### config.mk
export PLATFORM = sky130hd
export DESIGN_NAME = picomips_param
export DESIGN_NICKNAME = d
export VERILOG_FILES = /design/src/rtl/picomips_param.sv
export SDC_FILE = /design/constraint.sdc
export NUM_CORES = 1
export LEC_CHECK = 0
export CAP_MARGIN = 15
export CORE_MARGIN = 3
export CORE_UTILIZATION = 30
export CTS_BUF_LIST = sky130_fd_sc_hd__clkbuf_8
export DETAILED_ROUTE_END_ITERATION = 8
export GPL_ROUTABILITY_DRIVEN = 0
export PLACE_DENSITY = 0.57
export REMOVE_ABC_BUFFERS = 1
export SLEW_MARGIN = 25
export SYNTH_ARGS = -nofsm -noshare
export SYNTH_HDL_FRONTEND = slang
export SYNTH_SLANG_ARGS = --single-unit
### constraint.sdc
create_clock -name Clock -period 5.9 [get_ports Clock]
set_input_delay 1.18 -clock Clock [delete_from_list [all_inputs] [get_ports Clock]]
set_output_delay 1.18 -clock Clock [all_outputs]
set_load 0.02 [all_outputs]
### src/rtl/picomips_param.sv
// rtl/picomips_param.sv - parametrised two-state multi-cycle picoMips core
// Accumulator machine with external synchronous program ROM and switch handshake stalls.
module picomips_param #(
   parameter int DW   = 8,
   parameter int NREG = 4,
   parameter int PCW  = 5,
   localparam int RW  = $clog2(NREG),
   localparam int IW  = 4 + RW + DW
) (
   input  logic           Clock,
   input  logic           Reset,
   input  logic [DW-1:0]  SW,
   input  logic           Handshake,
   output logic [PCW-1:0] ProgAddr,
   input  logic [IW-1:0]  ProgData,
   output logic [DW-1:0]  LED,
   output logic           Stalled
);

   typedef enum logic {S_FETCH, S_EXEC} state_t;

   localparam logic [3:0] OP_LDI  = 4'd1;
   localparam logic [3:0] OP_LDR  = 4'd2;
   localparam logic [3:0] OP_STR  = 4'd3;
   localparam logic [3:0] OP_ADDI = 4'd4;
   localparam logic [3:0] OP_ADDR = 4'd5;
   localparam logic [3:0] OP_MULI = 4'd6;
   localparam logic [3:0] OP_MULR = 4'd7;
   localparam logic [3:0] OP_INSW = 4'd8;
   localparam logic [3:0] OP_WREL = 4'd9;
   localparam logic [3:0] OP_BRZ  = 4'd10;
   localparam logic [3:0] OP_JMP  = 4'd11;
   localparam logic [3:0] OP_SUBR = 4'd12;

   localparam logic [DW-1:0]  MIN_VAL = {1'b1, {(DW-1){1'b0}}};
   localparam logic [DW-1:0]  MAX_VAL = {1'b0, {(DW-1){1'b1}}};
   localparam logic [PCW-1:0] PC_ONE  = {{(PCW-1){1'b0}}, 1'b1};

   state_t           state_q, state_d;
   logic [PCW-1:0]   pc_q, pc_d;
   logic [DW-1:0]    acc_q, acc_d;
   logic             stalled_q, stalled_d;
   logic [DW-1:0]    regs_q [NREG];
   logic             reg_we;

   logic [3:0]       op;
   logic [RW-1:0]    rsel;
   logic [DW-1:0]    imm;
   logic [DW-1:0]    rval;

   assign op   = ProgData[IW-1 -: 4];
   assign rsel = ProgData[DW +: RW];
   assign imm  = ProgData[DW-1:0];
   assign rval = regs_q[rsel];

   // Q1.(DW-1) multiply; only (-1)*(-1) overflows the fractional range, so clamp it.
   function automatic logic [DW-1:0] fmul(input logic [DW-1:0] a, input logic [DW-1:0] b);
      logic [2*DW-1:0] ax, bx, p;
      ax = {{DW{a[DW-1]}}, a};
      bx = {{DW{b[DW-1]}}, b};
      p  = ax * bx;
      if (a == MIN_VAL && b == MIN_VAL) begin
         return MAX_VAL;
      end
      return p[2*DW-2:DW-1];
   endfunction

   always_comb begin
      state_d   = state_q;
      pc_d      = pc_q;
      acc_d     = acc_q;
      stalled_d = 1'b0;
      reg_we    = 1'b0;
      case (state_q)
         S_FETCH: begin
            state_d = S_EXEC;
         end
         S_EXEC: begin
            state_d = S_FETCH;
            pc_d    = pc_q + PC_ONE;
            case (op)
               OP_LDI:  acc_d = imm;
               OP_LDR:  acc_d = rval;
               OP_STR:  reg_we = 1'b1;
               OP_ADDI: acc_d = acc_q + imm;
               OP_ADDR: acc_d = acc_q + rval;
               OP_MULI: acc_d = fmul(acc_q, imm);
               OP_MULR: acc_d = fmul(acc_q, rval);
               OP_INSW: begin
                  if (Handshake) begin
                     acc_d = SW;
                  end else begin
                     state_d   = S_EXEC;
                     pc_d      = pc_q;
                     stalled_d = 1'b1;
                  end
               end
               OP_WREL: begin
                  if (Handshake) begin
                     state_d   = S_EXEC;
                     pc_d      = pc_q;
                     stalled_d = 1'b1;
                  end
               end
               OP_BRZ: begin
                  if (acc_q == '0) begin
                     pc_d = imm[PCW-1:0];
                  end
               end
               OP_JMP:  pc_d = imm[PCW-1:0];
               OP_SUBR: acc_d = acc_q - rval;
               default: ;
            endcase
         end
         default: state_d = S_FETCH;
      endcase
   end

   always_ff @(posedge Clock or posedge Reset) begin
      if (Reset) begin
         state_q   <= S_FETCH;
         pc_q      <= '0;
         acc_q     <= '0;
         stalled_q <= 1'b0;
         for (int i = 0; i < NREG; i++) begin
            regs_q[i] <= '0;
         end
      end else begin
         state_q   <= state_d;
         pc_q      <= pc_d;
         acc_q     <= acc_d;
         stalled_q <= stalled_d;
         if (reg_we) begin
            regs_q[rsel] <= acc_q;
         end
      end
   end

   assign ProgAddr = pc_q;
   assign LED      = acc_q;
   assign Stalled  = stalled_q;

endmodule
# Word level (Yosys, flattened, before mapping)
# Index checks and enable logic that the tools add are counted.
[word_totals]
reg_bits = 47
latchBits = 0
ram_bits = 0
mem_bits_ro = 0
inputBits = 25
out_inout_bits = 14
word_cells = 71
memories = 0
[classes]
n_addsub = 4
mul = 2
div_mod_pow = 0
n_lt_le_gt_ge = 2
eq_ne = 17
shifts = 0
mux = 29
n_bitwise = 2
reduce_logical = 7
[op_table]
columns = ["operator", "n"]
rows = [
  ["$mux 8", 8],
  ["$pmux 8 s8", 1],
  ["$bwmux 32", 1],
  ["$mul 8x8->15", 2],
  ["$eq 8x8->1 const B", 3],
  ["$eq 4x4->1 const B", 5],
  ["$pmux 5 s4", 1],
  ["$add 8x8->8", 2],
  ["$bmux 8 s2", 1],
  ["$demux 8 s2", 1],
  ["$eq 4x3->1 const B", 4],
  ["$mux 5", 3],
  ["$mux 1", 11],
  ["$eq 4x2->1 const B", 2],
  ["$logic_not 8->1", 1],
  ["$reduce_bool 8->1", 1],
  ["$sub 8x8->8", 1],
  ["$reduce_and 3->1", 2],
  ["$add 5x1->5 const B", 1],
  ["$eq 4x1->1 const B", 1],
  ["$ne 2x2->1 const B", 2],
  ["$pmux 1 s2", 2],
  ["$ge 3x3->1 const B", 1],
  ["$logic_and 1x1->1", 3],
  ["3 further kinds", 3],
]

# Depth between registers and ports, before layout
# Gate-level depths: netlist of run 1.
[logic_depth]
word_depth = 11
ltp_mapped = 22
ltp_nobuf = 20

# Worst setup path after synthesis of run 1
# No wires, ideal clock.
[synth_path]
kind = "input port to flip-flop"
start = "input ProgData[8]"
end = "register acc_q[3], in the netlist LED[3]"
setup_time_ns = 0.064
arrival_ns = 6.088
required_time_ns = 5.836
path_slack_ns = -0.253
stages = 21
n_path_buf = 2
cell_sequence = "buf_2 -> mux4_2 -> clkbuf_1 -> and2_1 -> fa_1 -> inv_1 -> fa_1 -> inv_1 -> fa_1 -> inv_1 -> fa_1 -> inv_1 -> ha_1 -> nand4b_1 -> o211ai_1 -> a21boi_0 -> o21bai_1 -> xor2_1 -> o21ai_1 -> a311oi_1 -> a21o_1"
[synth_via]
elab_chain_cells = 11
elab_cells_between_ends = 14
classes_between = "add/sub: 2; mul: 1; eq/ne: 1; mux: 8; bitwise: 1; reduce/logical: 1"
[synth_lines]
columns = ["element", "line_no", "source"]
rows = [
  ["start, declared", "15", "input logic [IW-1:0] ProgData,"],
  ["$not 2->3 (implied by the code) (*)", "54", "assign rval = regs_q[rsel];"],
  ["$bmux 8 s2 (*)", "54", ""],
  ["$mux 8 (implied by the code) (*) (2 in a row)", "54", ""],
  ["branches (longest 6 deep; another with $mul 8x8->15)", "n/a", ""],
  ["$pmux 8 s8 (*)", "81", "case (op)"],
  ["end signal, assigned", "123", "acc_q <= '0;"],
  ["end signal, assigned", "131", "acc_q <= acc_d;"],
  ["end, declared", "41", "logic [DW-1:0] acc_q, acc_d;"],
]
# Every way passes the cells marked *. The select of a mux whose other input is x is not followed.
# A chain may end at the register's enable or synchronous reset.

# Worst setup path in the final report of run 1
[layout_path]
start = "input ProgData[8]"
end = "register acc_q[4], in the netlist LED[4]"
# Same word-level chain as after synthesis.

==> results of run 1 <==
per-layer routing:
metal	vias to the layer above	GRT usage
met2	163	0.2548
met5	-	0
met4	0	0.04625
met1	3135	0.2174
li1	3062	-
met3	40	0.01322
cell type report:
class                           count  area (um2)  share of cell area
Tap cell                          330       412.9             0.04352
Timing Repair Buffer              140        1189              0.1253
Multi-Input combinational cell    645        6011              0.6336
Clock buffer                        6       82.58            0.008705
Inverter                          159       599.3             0.06318
Clock inverter                      2       16.27            0.001715
Sequential cell                    47        1176              0.1240
worst paths after layout:
kind | from | to | slack [ns] | cells past startpoint
min in group asynchronous | Reset | Stalled | 1.26 | 2
worst max register to register | regs_q[1] | LED[4] | 0.89 | 20
max in group asynchronous | Reset | regs_q[13] | 4.16 | 2
worst min register to register | regs_q[7] | regs_q[7] | 0.49 | 2
worst min-delay path | regs_q[7] | regs_q[7] | 0.49 | 2
worst max-delay path | ProgData[8] | LED[4] | 0.13 | 23
state kept, by name, indices dropped and copies added (netlist names):
| register | flops |
|---|---|
| regs_q | 32 |
| LED | 8 |
| ProgAddr | 5 |
| Stalled | 1 |
| state_q | 1 |
cell families (layout without fill, tap and decap cells):
kind of cell / after synthesis / count (layout)
AND/OR/NAND/NOR: 269 / 269
buffers and inverters: 203 / 307
adder cells (fa/ha/maj): 161 / 161
AO/OA/AOI/OAI: 129 / 129
XOR/XNOR: 47 / 47
flip-flops: 47 / 47
multiplexers: 39 / 39
cells in the final DEF, fill, tap and decap left out, types with 27 or more instances in the layout:
cell | netlist | final
nand2_1 | 74 | 73
fa_1 | 101 | 101
a21oi_1 | 32 | 31
xnor2_1 | 32 | 32
buf_4 | 0 | 92
inv_1 | 159 | 151
clkdlybuf4s50_1 | 0 | 32
and2_1 | 70 | 66
o21ai_0 | 38 | 36
dfrtp_1 | 47 | 47
nor2_1 | 55 | 53
ha_1 | 60 | 55
mux2_2 | 27 | 27
critical path, delay by kind of cell:
kind / cells / cell delay (ns)
XOR/XNOR: 1 / 0.17
AO/OA/AOI/OAI: 5 / 0.79
buffers and inverters: 8 / 0.65
AND/OR/NAND/NOR: 3 / 0.40
multiplexers: 1 / 0.49
adder cells (fa/ha/maj): 5 / 2.34
through the flow:
stage / instance area, um2 / hold WS (ns)
finish: 9487 / 0.4899
floorplan: 7645 / 0.4446
global route: 9487 / 0.5188
detailed placement: 9114 / 0.4704
CTS: 9387 / 0.4910
global placement: 9106 / 0.4592
what timing repair did:
action	4_1_cts	5_1_grt
setup endpoints to repair	8	7
hold endpoints to repair	0	0
buffers inserted	10	2
cloned	1	0
pin swaps	21	15
gates resized for setup	25	25
==> flow_summary.ini, run 1 <==
[outcome]
status = finished, final reports clean

[die]
die_w_um = 167.4
die_area_mm2 = 0.02801
core_mm2 = 0.02540
io_pins = 39
start_util = 0.3076
fp.dieH_um = 167.4
rows = 58

[layout]
n_fill_cell = 2586
finish.net_count = 1184
stdcell_count = 1329
syn2layout_area_growth_pct = 21.43
final_util = 0.3735
diodes = 0
layout-drive-gt1-share = 0.1812

[sta]
setup_viol = 0
tightest_slew_ns = 0.9269
period_minus_slack_ns = 5.767
fin_skew_ns = 0.01322
min_period_over_period = 0.9774
fin_setup_tns_ns = 0
slew_violations = 0
layout_setup_ws_ns = 0.1333
hold_viol = 0
max_freq_ghz = 0.1734
relSlewSlack = 0.3802

[route]
vias_per_cell = 4.816
avgRoutedWirePerCell_um = 16.06
vias = 6400
wl_met1_um = 9739
drt_iter0_drc = 461
drc = 0
top_layer = met4
ant_nets = 0
first_pass_iters = 5
wirelength_um = 21340
routed-wl-met2_um = 9986
wl_met3_um = 939

[worst_setup_path]
slowest_stage = fa_1
arrival_ns = 5.99
critPathLaunchType = primary input
critical_path_class = in -> reg
crit_path_max_fanout = 6
max_stage_delay_ns = 0.55
worstSetupEndpointType = register
crit_required_ns = 6.12
crit_chain = buf_6 > buf_6 > buf_6 > mux4_2 > and2_4 > fa_1 > inv_2 > fa_1 > inv_2 > fa_1 > inv_2 > fa_1 > inv_2 > ha_4 > nand4b_1 > o211ai_1 > buf_4 > a41oi_2 > nand2b_1 > xor2_1 > o21ai_1 > o311a_1 > o31ai_2

[clocking]
cts_inserted_buffers = 5
ctsHtreeMaxLevel = 2
tritoncts = done
hold_buffers = 0
path_clk_slew_ns = 0.10
clk_latency_ns = 0.32
cts_root_buf = clkbuf_8
cts_sinks = 47
cts_buffer_depth = 2

[placement]
place_inst = 1308
dp_slack_ns = -0.6697
dp_hpwl_um = 16660
port_buffers = 38

[logic_synthesis]
ys.flop_type = dfrtp_1
synth_top_cell_by_area = fa_1
synth_xor_xnor_area_share = 0.05269
synth_cell_types = 57
synth_top_family_by_area = adder cells
synth-compound-area-share = 0.1017
synth_fa_ha_area_frac = 0.3549
async_reset_ff_frac = 1.000
synth_top_area_frac = 0.2588
ys_seq_area_frac = 0.1505
synth_area_per_cell_um2 = 8.729
synthTopCellsByCount = 159 x inv_1, 101 x fa_1, 74 x nand2_1
synth_edf_count = 0
synthMuxAreaShare = 0.06710
yosys.area_share.simple = 0.1752
synth_area_leaders = fa_1 26%, dfrtp_1 15%, ha_1 9.6%, inv_1 7.6%, and2_1 5.6%
ys_warn_count = 0
yosys_register_bits = 47
syn_area_mm2 = 0.007812
syn_inst = 895
synth_most_common_cell = inv_1

[global_route]
gr-total-overflow = 0
antenna_found_initial = 0
grt_use_total = 0.1545
grt_pass1_wl_um = 35330
grt_pass1_vias = 6709
grt_max_degree = 48

[job]
maxCapViolations = 0

[worst_hold_path]
holdCritPathClass = reg -> reg
Power of run 1 is left out: the tool's default activity adds up to more than one toggle a clock period on the data nets, which glitch-free logic cannot reach.
==> inputs of run 2 (changes only) <==
--- a/config.mk
+++ b/config.mk
@@ -11,7 +11,7 @@
 export CTS_BUF_LIST = sky130_fd_sc_hd__clkbuf_8
 export DETAILED_ROUTE_END_ITERATION = 8
 export GPL_ROUTABILITY_DRIVEN = 0
-export PLACE_DENSITY = 0.57
+export PLACE_DENSITY = 0.56
 export REMOVE_ABC_BUFFERS = 1
 export SLEW_MARGIN = 25
 export SYNTH_ARGS = -nofsm -noshare
==> flow_summary.ini, run 2 (synthesized netlist as in run 1, its figures left out) <==
[worst_hold_path]
min_from = regs_q[23]
holdCritPathClass = reg -> reg
hold_depth = 2

[worst_setup_path]
worstReg2RegStart = regs_q[4]
max_stage_delay_ns = 0.55
critical_path_class = in -> reg
arrival_ns = 5.95
critPathLaunchType = primary input
crit_start = ProgData[6]
worstSetupEndpointType = register
worstRegToRegCells = 20
crit_path_max_fanout = 4
crit_required_ns = 6.10
reg2reg_slack_ns = 0.87
slowest_stage = fa_1
worst_path_most_repeated_cell = fa_1
crit_chain = clkdlybuf4s50_1 > and2_1 > fa_1 > fa_1 > fa_1 > inv_1 > fa_1 > inv_1 > ha_1 > a21o_1 > a31oi_2 > a21oi_1 > nor2_1 > a211oi_1 > or3_1 > a41oi_1 > buf_4 > a31oi_1

[clocking]
cts_sinks = 47
tritoncts = done
path_clk_slew_ns = 0.10
cts_inserted_buffers = 5
hold_buffers = 0
cts_root_buf = clkbuf_8
ctsHtreeMaxLevel = 2
cts_buffer_depth = 2
clk_latency_ns = 0.32

[placement]
place_inst = 1308
dpl_cell_area_mm2 = 0.009114
port_buffers = 38
dp_hpwl_um = 16880
dp_slack_ns = -0.7792

[outcome]
status = finished, final reports clean

[sta]
fin_skew_ns = 0.01300
hold_viol = 0
layout_setup_ws_ns = 0.1557
rsz0062_at_grt = yes
setup_viol = 0
slew_violations = 0
relSlewSlack = 0.4223
tightest_slew_ns = 0.8640
period_minus_slack_ns = 5.744
max_freq_ghz = 0.1741
min_period_over_period = 0.9736

[layout]
finish.net_count = 1177
top_register = regs_q
syn2layout_area_growth_pct = 19.96
stdcell_count = 1322
stdcell_area_mm2 = 0.009371
final_common_cell = inv_1
diodes = 0
layout-drive-gt1-share = 0.1653
layout_common_cells = 153 x inv_1, 101 x fa_1, 87 x buf_4
largest_reg_flops = 32
final_util = 0.3690

[route]
first_pass_iters = 6
vias_per_cell = 4.840
ant_nets = 0
avgRoutedWirePerCell_um = 16.27
wirelength_um = 21510
drc = 0
drt_iter0_drc = 367
vias = 6399

[die]
io_pins = 39
die_area_mm2 = 0.02801
die_w_um = 167.4
rows = 58
fp.dieH_um = 167.4
core_mm2 = 0.02540
start_util = 0.3076

[job]
maxCapViolations = 0

[global_route]
grt_use_total = 0.1556
grt_pass1_vias = 6538
antenna_found_initial = 0
gr-total-overflow = 0
grt_max_degree = 48
grt_pass1_wl_um = 35250
-- run 2: worst max-delay path: cells and delay by family --
| family | cells | cell delay [ns] |
|---|---|---|
| buffers and inverters | 4 | 0.71 |
| and+or+nand+nor | 3 | 0.72 |
| adders and majority gates | 5 | 2.42 |
| AOI/OAI and AO/OA | 6 | 0.91 |
-- run 2: area by class of cell --
| type | instances | area, um2 |
|---|---|---|
| multi-input cells | 645 | 5926 |
| fillers | 2623 | 16030 |
| clock inverters | 3 | 47.55 |
| well taps | 330 | 412.9 |
| clock buffers | 5 | 68.82 |
| flip-flops and latches | 47 | 1176 |
| repair buffers | 133 | 1139 |
| inverters | 159 | 601.8 |
-- run 2: through the flow --
stage / TNS [ns] / hold slack, ns
6_report: 0 / 0.4869
5_1_grt: -0.04376 / 0.5254
4_1_cts: 0 / 0.4938
3_5_place_dp: -4.983 / 0.4721
3_3_place_gp: -4.357 / 0.4651
2_1_floorplan: 0 / 0.4446
-- run 2: worst paths after layout --
| check | end |
|---|---|
| hold / removal | regs_q[23] |
| min in group asynchronous | Stalled |
| setup / recovery | LED[7] |
| hold reg to reg | regs_q[23] |
| setup reg to reg | LED[3] |
| max in group asynchronous | regs_q[28] |
-- run 2: layer usage --
metal	track usage	vias up	wire, um
met5	0	-	0
met4	0.03451	0	490
met3	0.01251	29	877
met2	0.2554	178	9815
met1	0.2256	3137	10330
li1	-	3055	-
-- run 2: what timing repair did --
action | in CTS | in global routing
setup buffers | 3 | 2
pin swaps | 10 | 14
cloned | 0 | 1
endpoints found under the setup margin | 8 | 7
gates resized for setup | 13 | 24
hold endpoints to repair | 0 | 0
Power of run 2 is left out for the same reason.
